===== config.mk =====
export PLATFORM = sky130hd
export DESIGN_NAME = pc_unit
export DESIGN_NICKNAME = d
export VERILOG_FILES = /design/src/rtl/pc_unit.sv
export SDC_FILE = /design/constraint.sdc
export NUM_CORES = 1
export LEC_CHECK = 0
export CAP_MARGIN = 20
export CORE_MARGIN = 5
export CORE_UTILIZATION = 35
export CTS_CLUSTER_DIAMETER = 30
export DETAILED_ROUTE_END_ITERATION = 6
export PLACE_DENSITY = 0.56
export SLEW_MARGIN = 20
export SYNTH_ARGS = -nofsm -noshare
export SYNTH_HDL_FRONTEND = slang
export SYNTH_SLANG_ARGS = --single-unit

===== constraint.sdc =====
create_clock -name clk -period 4.5 [get_ports clk]
set_input_delay 1.125 -clock clk [delete_from_list [all_inputs] [get_ports clk]]
set_output_delay 1.125 -clock clk [all_outputs]
set_load 0.05 [all_outputs]

===== src/rtl/pc_unit.sv =====
// Registered program counter with STEP increment, load, and a LIFO return-address stack for call/ret.
// One prioritised command per cycle, 1-cycle latency, no backpressure; all outputs registered.
module pc_unit #(
  parameter int unsigned WIDTH       = 16,
  parameter int unsigned STEP        = 1,
  parameter bit          SATURATE    = 1'b0,
  parameter int unsigned STACK_DEPTH = 4
) (
  input  logic             clk,
  input  logic             rst_n,
  input  logic             clr,
  input  logic             ret,
  input  logic             call,
  input  logic             load,
  input  logic             inc,
  input  logic [WIDTH-1:0] din,
  output logic [WIDTH-1:0] pc,
  output logic             ovf,
  output logic             stk_empty,
  output logic             stk_full,
  output logic             stk_err
);

  localparam int unsigned     CW      = $clog2(STACK_DEPTH + 1);
  localparam logic [63:0]     STEP64  = 64'(STEP);
  localparam logic [WIDTH:0]  STEP_W  = STEP64[WIDTH:0];
  localparam logic [CW-1:0]   DEPTH_C = CW'(STACK_DEPTH);

  logic [WIDTH-1:0] stack [STACK_DEPTH];
  logic [CW-1:0]    cnt;
  logic [CW-1:0]    cnt_n;
  logic [WIDTH:0]   sum;
  logic             carry;
  logic [WIDTH-1:0] nxt;
  logic [WIDTH-1:0] top;
  logic [WIDTH-1:0] pc_n;
  logic             ovf_n;
  logic             err_n;
  logic             push;

  // Return address and inc target share one adder, so call and inc agree on wrap/clamp.
  always_comb begin
    sum   = {1'b0, pc} + STEP_W;
    carry = sum[WIDTH];
    nxt   = (SATURATE && carry) ? {WIDTH{1'b1}} : sum[WIDTH-1:0];
  end

  always_comb begin
    top = '0;
    for (int i = 0; i < STACK_DEPTH; i++) begin
      if (cnt == CW'(i + 1)) top = stack[i];
    end
  end

  always_comb begin
    pc_n  = pc;
    cnt_n = cnt;
    err_n = stk_err;
    ovf_n = 1'b0;
    push  = 1'b0;
    if (clr) begin
      pc_n  = '0;
      cnt_n = '0;
      err_n = 1'b0;
    end else if (ret) begin
      if (cnt != '0) begin
        pc_n  = top;
        cnt_n = cnt - CW'(1);
      end else begin
        err_n = 1'b1;
      end
    end else if (call) begin
      // Overflow is reported even when the push is rejected.
      ovf_n = carry;
      if (cnt != DEPTH_C) begin
        push  = 1'b1;
        pc_n  = din;
        cnt_n = cnt + CW'(1);
      end else begin
        err_n = 1'b1;
      end
    end else if (load) begin
      pc_n = din;
    end else if (inc) begin
      pc_n  = nxt;
      ovf_n = carry;
    end
  end

  always_ff @(posedge clk) begin
    for (int i = 0; i < STACK_DEPTH; i++) begin
      if (push && cnt == CW'(i)) stack[i] <= nxt;
    end
  end

  always_ff @(posedge clk or negedge rst_n) begin
    if (!rst_n) begin
      pc        <= '0;
      cnt       <= '0;
      ovf       <= 1'b0;
      stk_err   <= 1'b0;
      stk_empty <= 1'b1;
      stk_full  <= 1'b0;
    end else begin
      pc        <= pc_n;
      cnt       <= cnt_n;
      ovf       <= ovf_n;
      stk_err   <= err_n;
      stk_empty <= (cnt_n == '0);
      stk_full  <= (cnt_n == DEPTH_C);
    end
  end

endmodule


==> results of run 1 <==
==> worst paths after layout <==
check | from | end | slack [ns] | depth (start not counted)
max | ret | stack[0][15]$_DFFE_PP_ | 1.29 | 4
min | stk_err$_DFFE_PN0P_ | stk_err$_DFFE_PN0P_ | 0.54 | 2
max reg2reg | cnt[2]$_DFF_PN0_ | pc[12]$_DFFE_PN0P_ | 1.63 | 7
min reg2reg | stk_err$_DFFE_PN0P_ | stk_err$_DFFE_PN0P_ | 0.54 | 2
max in group asynchronous | rst_n | stk_empty$_DFF_PN1_ | 3.04 | 2
min in group asynchronous | rst_n | pc[10]$_DFFE_PN0P_ | 1.16 | 2
==> flip-flops by register name, indices dropped and copies added, names as in the netlist <==
signal,count
ovf,1
stk_empty,1
pc,16
stk_err,1
cnt,3
stack,64
stk_full,1
==> final cells by class <==
type                       instances  area (sq um)  area share [%]
clock inverter                     7          76.3            1.43
timing repair buffer              49           473            8.84
inverter                          14          52.6           0.982
clock buffer                       9           225            4.21
multi-input combinational        248          1810            33.8
tap                              172           215            4.02
sequential                        87          2500            46.7
==> Yosys cell counts (4+ instances only) <==
library cell  instances  area, sq um
xnor2_1              10         87.6
nand2_1              31          116
ha_1                  7         87.6
xor2_1                5         43.8
nor2_1                9         33.8
a221oi_1              7         61.3
nor4_1                5         31.3
nand3b_1              4         30.0
a211o_1               5         43.8
o21a_1                4         30.0
a31oi_1               6         37.5
buf_2                14         70.1
nand3_1               8         40.0
o21ai_0              21          105
dfrtp_1              22          551
edfxtp_1             64         1920
and2_1                5         31.3
a21oi_1              16         80.1
buf_4                 6         45.0
inv_1                14         52.6
a221o_1               5         50.1
o211ai_1              5         37.5
clkbuf_1              5         18.8
nand4_1              10         62.6
==> logic make-up (layout without fill, tap and decap cells) <==
family                   after synthesis  after routing  share of synthesized area [%]
XOR/XNOR                              15             15                           2.91
buffers and inverters                 42             79                           4.57
multiplexers                           4              4                          0.942
AND/OR/NAND/NOR                      110            110                           15.7
adder cells (fa/ha/maj)                7              7                           1.94
flip-flops                            87             87                           55.3
AO/OA/AOI/OAI                        112            112                           18.6
==> through the flow <==
step,setup WS (ns),cells
2_1_floorplan,1.75,377
5_1_grt,1.13,586
6_report,1.29,586
3_5_place_dp,0.917,570
4_1_cts,1.28,586
3_3_place_gp,0.955,570
==> per-layer routing <==
| metal | global-route usage (%) | up-vias |
|---|---|---|
| li1 | - | 1544 |
| met1 | 25.0 | 1712 |
| met2 | 26.5 | 135 |
| met3 | 2.86 | 15 |
| met4 | 5.40 | 0 |
| met5 | 0 | - |
==> critical path, cell delays in order <==
cell and delay, ns:
clkdlybuf4s50_1 0.62, or2_1 0.40, nor3_1 0.35, and2_1 0.67
==> power by group <==
part	switching [mW]	internal, mW	leakage (nW)
Clock	0.323	0.435	0.143
Sequential	0.0932	0.955	0.886
Combinational	0.439	0.226	0.794
Total	0.855	1.62	1.82
==> out/results.ini, run 1 <==
[run_status]
outcome=finished, final reports clean

[final_layout]
finalInstanceArea_sq_um=5350
fill_cells=1200
final_common_cell=edfxtp_1
utilization_pct=42.4
num_antenna_cells=0
final_net_count=439
final_cell_mix=64 x edfxtp_1, 42 x clkdlybuf4s50_1, 31 x nand2_1, 22 x dfrtp_1, 21 x o21ai_0
final_layout_size_suffix_gt1_share_pct=11.4
area_delta_synth_final_pct=18.5

[timing]
layout_min_cycle_time_ns=3.21
worst_pin_slew_ns=0.909
finalHoldViolCount=0
setup_viol=0
max_freq_mhz=312
hold_ws_ns=0.539
grt_setup_unrepaired=false
period_share_pct=71.2
report.final.slew_viol_count=0
fin_tns_setup_ns=0
max-slew-margin-rel_pct=39.4
skew_ns=0.00896

[global_route]
grt_max_degree=30
grt_pass1_vias=3214
grt_pass1_wl_microns=19400
overflow=0
antenna_found_initial=0
grt.total_usage_pct=17.3

[job]
drv_cap=0

[clocking]
cts_buffers=9
cts_max_level=3
clk_latency_ns=0.34
cts_resized=0
clk_path_buf_depth=2
clk_pin_slew_worst_paths_ns=0.07
postCtsSetupRepairBufs=0
root_buffer=clkbuf_16
clock-sinks=87
holdBufCountCts=0
cts_tree=done

[routing]
initialDrtViolationCount=363
drtAntennaViolNets=0
met2_length_microns=5890
vias=3406
drcViolationCount=0
routedWlPerCell_microns=21.9
wl_met1_microns=5840
viasPerCell=5.81
routed_wl_microns=12800
dr_wl_met3_microns=916
dr.max_layer_used=met4
drt_first_pass_iters=5

[worst_setup_path]
cp.arrival_ns=3.18
critPathKind=in -> reg
critPathCaptureType=flip-flop
cp.required_ns=4.47
cp-start-kind=input pin
cp_max_fo=16

[hold_path]
hp-class=reg -> reg

[synthesis]
avgSynthCellArea_sq_um=12.0
syn_area_sq_um=4520
synth_warnings=0
synthFlopType=edfxtp_1
synth_nets=407
syn_inst=377
synthArstFlopShare_pct=26.4
ys_ff_latch=87
synth-edff-count=64
synth-seq-area-share_pct=55.3
synth.distinct_cells=79

[floorplanning]
start_util_pct=35.8
die_h_microns=124
dieArea_sq_um=15300
die_w_microns=124
io_pins=43
row_count=41
core_sq_um=12600

[power_and_ir_drop]
finalPower_mw=2.47
powerDensity_nw_per_um2=462
vdd_drop_max_v=0.000171
p_leak_nw=1.82

[placed_design]
post-dp-hpwl_microns=9090
io_buffers=42
place_area_sq_um=5050
gp_routability_congestion=0.872

No activity file was read; power rests on OpenSTA's default activity.
==> run 2: changes to the inputs <==
clock period = 3.1 ns   (was 4.5 ns; I/O delays follow)
==> out/results.ini, run 2 (synthesis results as in run 1) <==
[run_status]
outcome=finished, final reports clean

[final_layout]
top_regs=stack: 64 flops, pc: 16 flops, cnt: 3 flops
area_delta_synth_final_pct=21.3
num_antenna_cells=0
top_register=stack
final_common_cell=edfxtp_1
multi_input_area_sq_um=1810
seq_area_sq_um=2500
largest_reg_flops=64
final_cell_mix=64 x edfxtp_1, 42 x clkdlybuf4s50_1, 31 x nand2_1, 22 x dfrtp_1, 22 x buf_4
fill_cells=1213
final_net_count=456
final_layout_size_suffix_gt1_share_pct=14.4

[timing]
grt_setup_unrepaired=false
layout_min_cycle_time_ns=2.57
fin_tns_setup_ns=0
period_share_pct=83.0
hold_ws_ns=0.540
finalHoldViolCount=0
skew_ns=0.00464
report.final.slew_viol_count=0
worst_pin_slew_ns=0.596
max_freq_mhz=389
setup_viol=0
max-slew-margin-rel_pct=60.0

[placed_design]
post-dp-hpwl_microns=9470
io_buffers=42
gp_routability_congestion=0.910

[clocking]
postCtsSetupRepairBufs=0
cts_buffers=9
cts_resized=0
cts_tree=done
clk_path_buf_depth=2
root_buffer=clkbuf_16
cts_max_level=3
holdBufCountCts=0
clk_latency_ns=0.34
clk_pin_slew_worst_paths_ns=0.06
clock-sinks=87

[worst_setup_path]
cp.arrival_ns=1.80
ff2ff_path_depth=6
critPathBufInv=1
critPathCaptureType=output pin
critPathKind=reg -> out
cp_max_fo=8
max_stage_delay_ns=0.88
critPathTopFamily=buffers and inverters
cp-start-kind=flip-flop
cp.depth=1
cp.required_ns=2.32
slowest_stage=clkdlybuf4s50_1
cp_cell_sequence=clkdlybuf4s50_1

[global_route]
grt_pass1_vias=3378
antenna_found_initial=0
grt_pass1_wl_microns=19800
grt.total_usage_pct=17.6
overflow=0
grt_max_degree=29

[routing]
drt_first_pass_iters=5
vias=3472
drcViolationCount=0
routed_wl_microns=13000
viasPerCell=5.76
drtAntennaViolNets=0
initialDrtViolationCount=376
routedWlPerCell_microns=21.5

[job]
drv_cap=0

[hold_path]
hp-class=reg -> reg
min_path_cells=2

[floorplanning]
row_count=41
die_w_microns=124
die_h_microns=124
dieArea_sq_um=15300
io_pins=43
start_util_pct=35.8
core_sq_um=12600

[power_and_ir_drop]
finalPower_mw=3.54
vdd_drop_max_v=0.000305
powerDensity_nw_per_um2=646
p_leak_nw=1.90

[run 2: cell count changes in the layout (fill, tap and decap cells not counted), sizes merged]
cell    change
buf        +17
clkbuf      +2
bufinv      -1
inv         -1
[run 2: metrics by stage]
step / setup slack, ns / instance area [sq um] / cells / util (%)
floorplan: 0.587 / 4520 / 377 / -
global placement: 0.272 / 5200 / 587 / 41.2
detailed placement: 0.257 / 5200 / 587 / 41.2
CTS: 0.528 / 5480 / 603 / 43.4
global route: 0.399 / 5480 / 603 / 43.4
finish: 0.527 / 5480 / 603 / 43.4
[run 2: worst paths after layout]
kind	from	slack, ns	end
max in group asynchronous	rst_n	1.96	stk_empty$_DFF_PN1_
max reg2reg	cnt[0]$_DFF_PN0_	0.68	pc[12]$_DFFE_PN0P_
max	pc[8]$_DFFE_PN0P_	0.53	pc[8]
min	stk_err$_DFFE_PN0P_	0.54	stk_err$_DFFE_PN0P_
min in group asynchronous	rst_n	0.83	pc[10]$_DFFE_PN0P_
min reg2reg	stk_err$_DFFE_PN0P_	0.54	stk_err$_DFFE_PN0P_
[run 2: area by class of cell]
cell class              instances  share of cell area (%)
clock inverters                 5                   0.754
multi-input cells             248                    33.1
well taps                     172                    3.93
repair buffers                 66                    11.4
clock buffers                  11                    4.25
inverters                      14                   0.960
flip-flops and latches         87                    45.6
[run 2: worst min-delay path: cells and delay by family (launching register included)]
kind / cells / cell delay (ns)
flip-flops: 1 / 0.38
AO/OA/AOI/OAI: 1 / 0.06
buffers and inverters: 1 / 0.05
[run 2: power breakdown]
group          leakage [nW]  internal (mW)  switching (mW)  total [mW]
Combinational         0.886          0.357           0.656        1.01
Clock                 0.127          0.551           0.464        1.02
Sequential            0.886           1.39           0.121        1.51
Total                  1.90           2.29            1.24        3.54
[run 2: metal layers]
layer	global-route usage (%)	share of wire [%]
met3	2.77	6.0
met5	0	0
met1	25.5	47
met2	26.6	46
met4	6.51	1.6
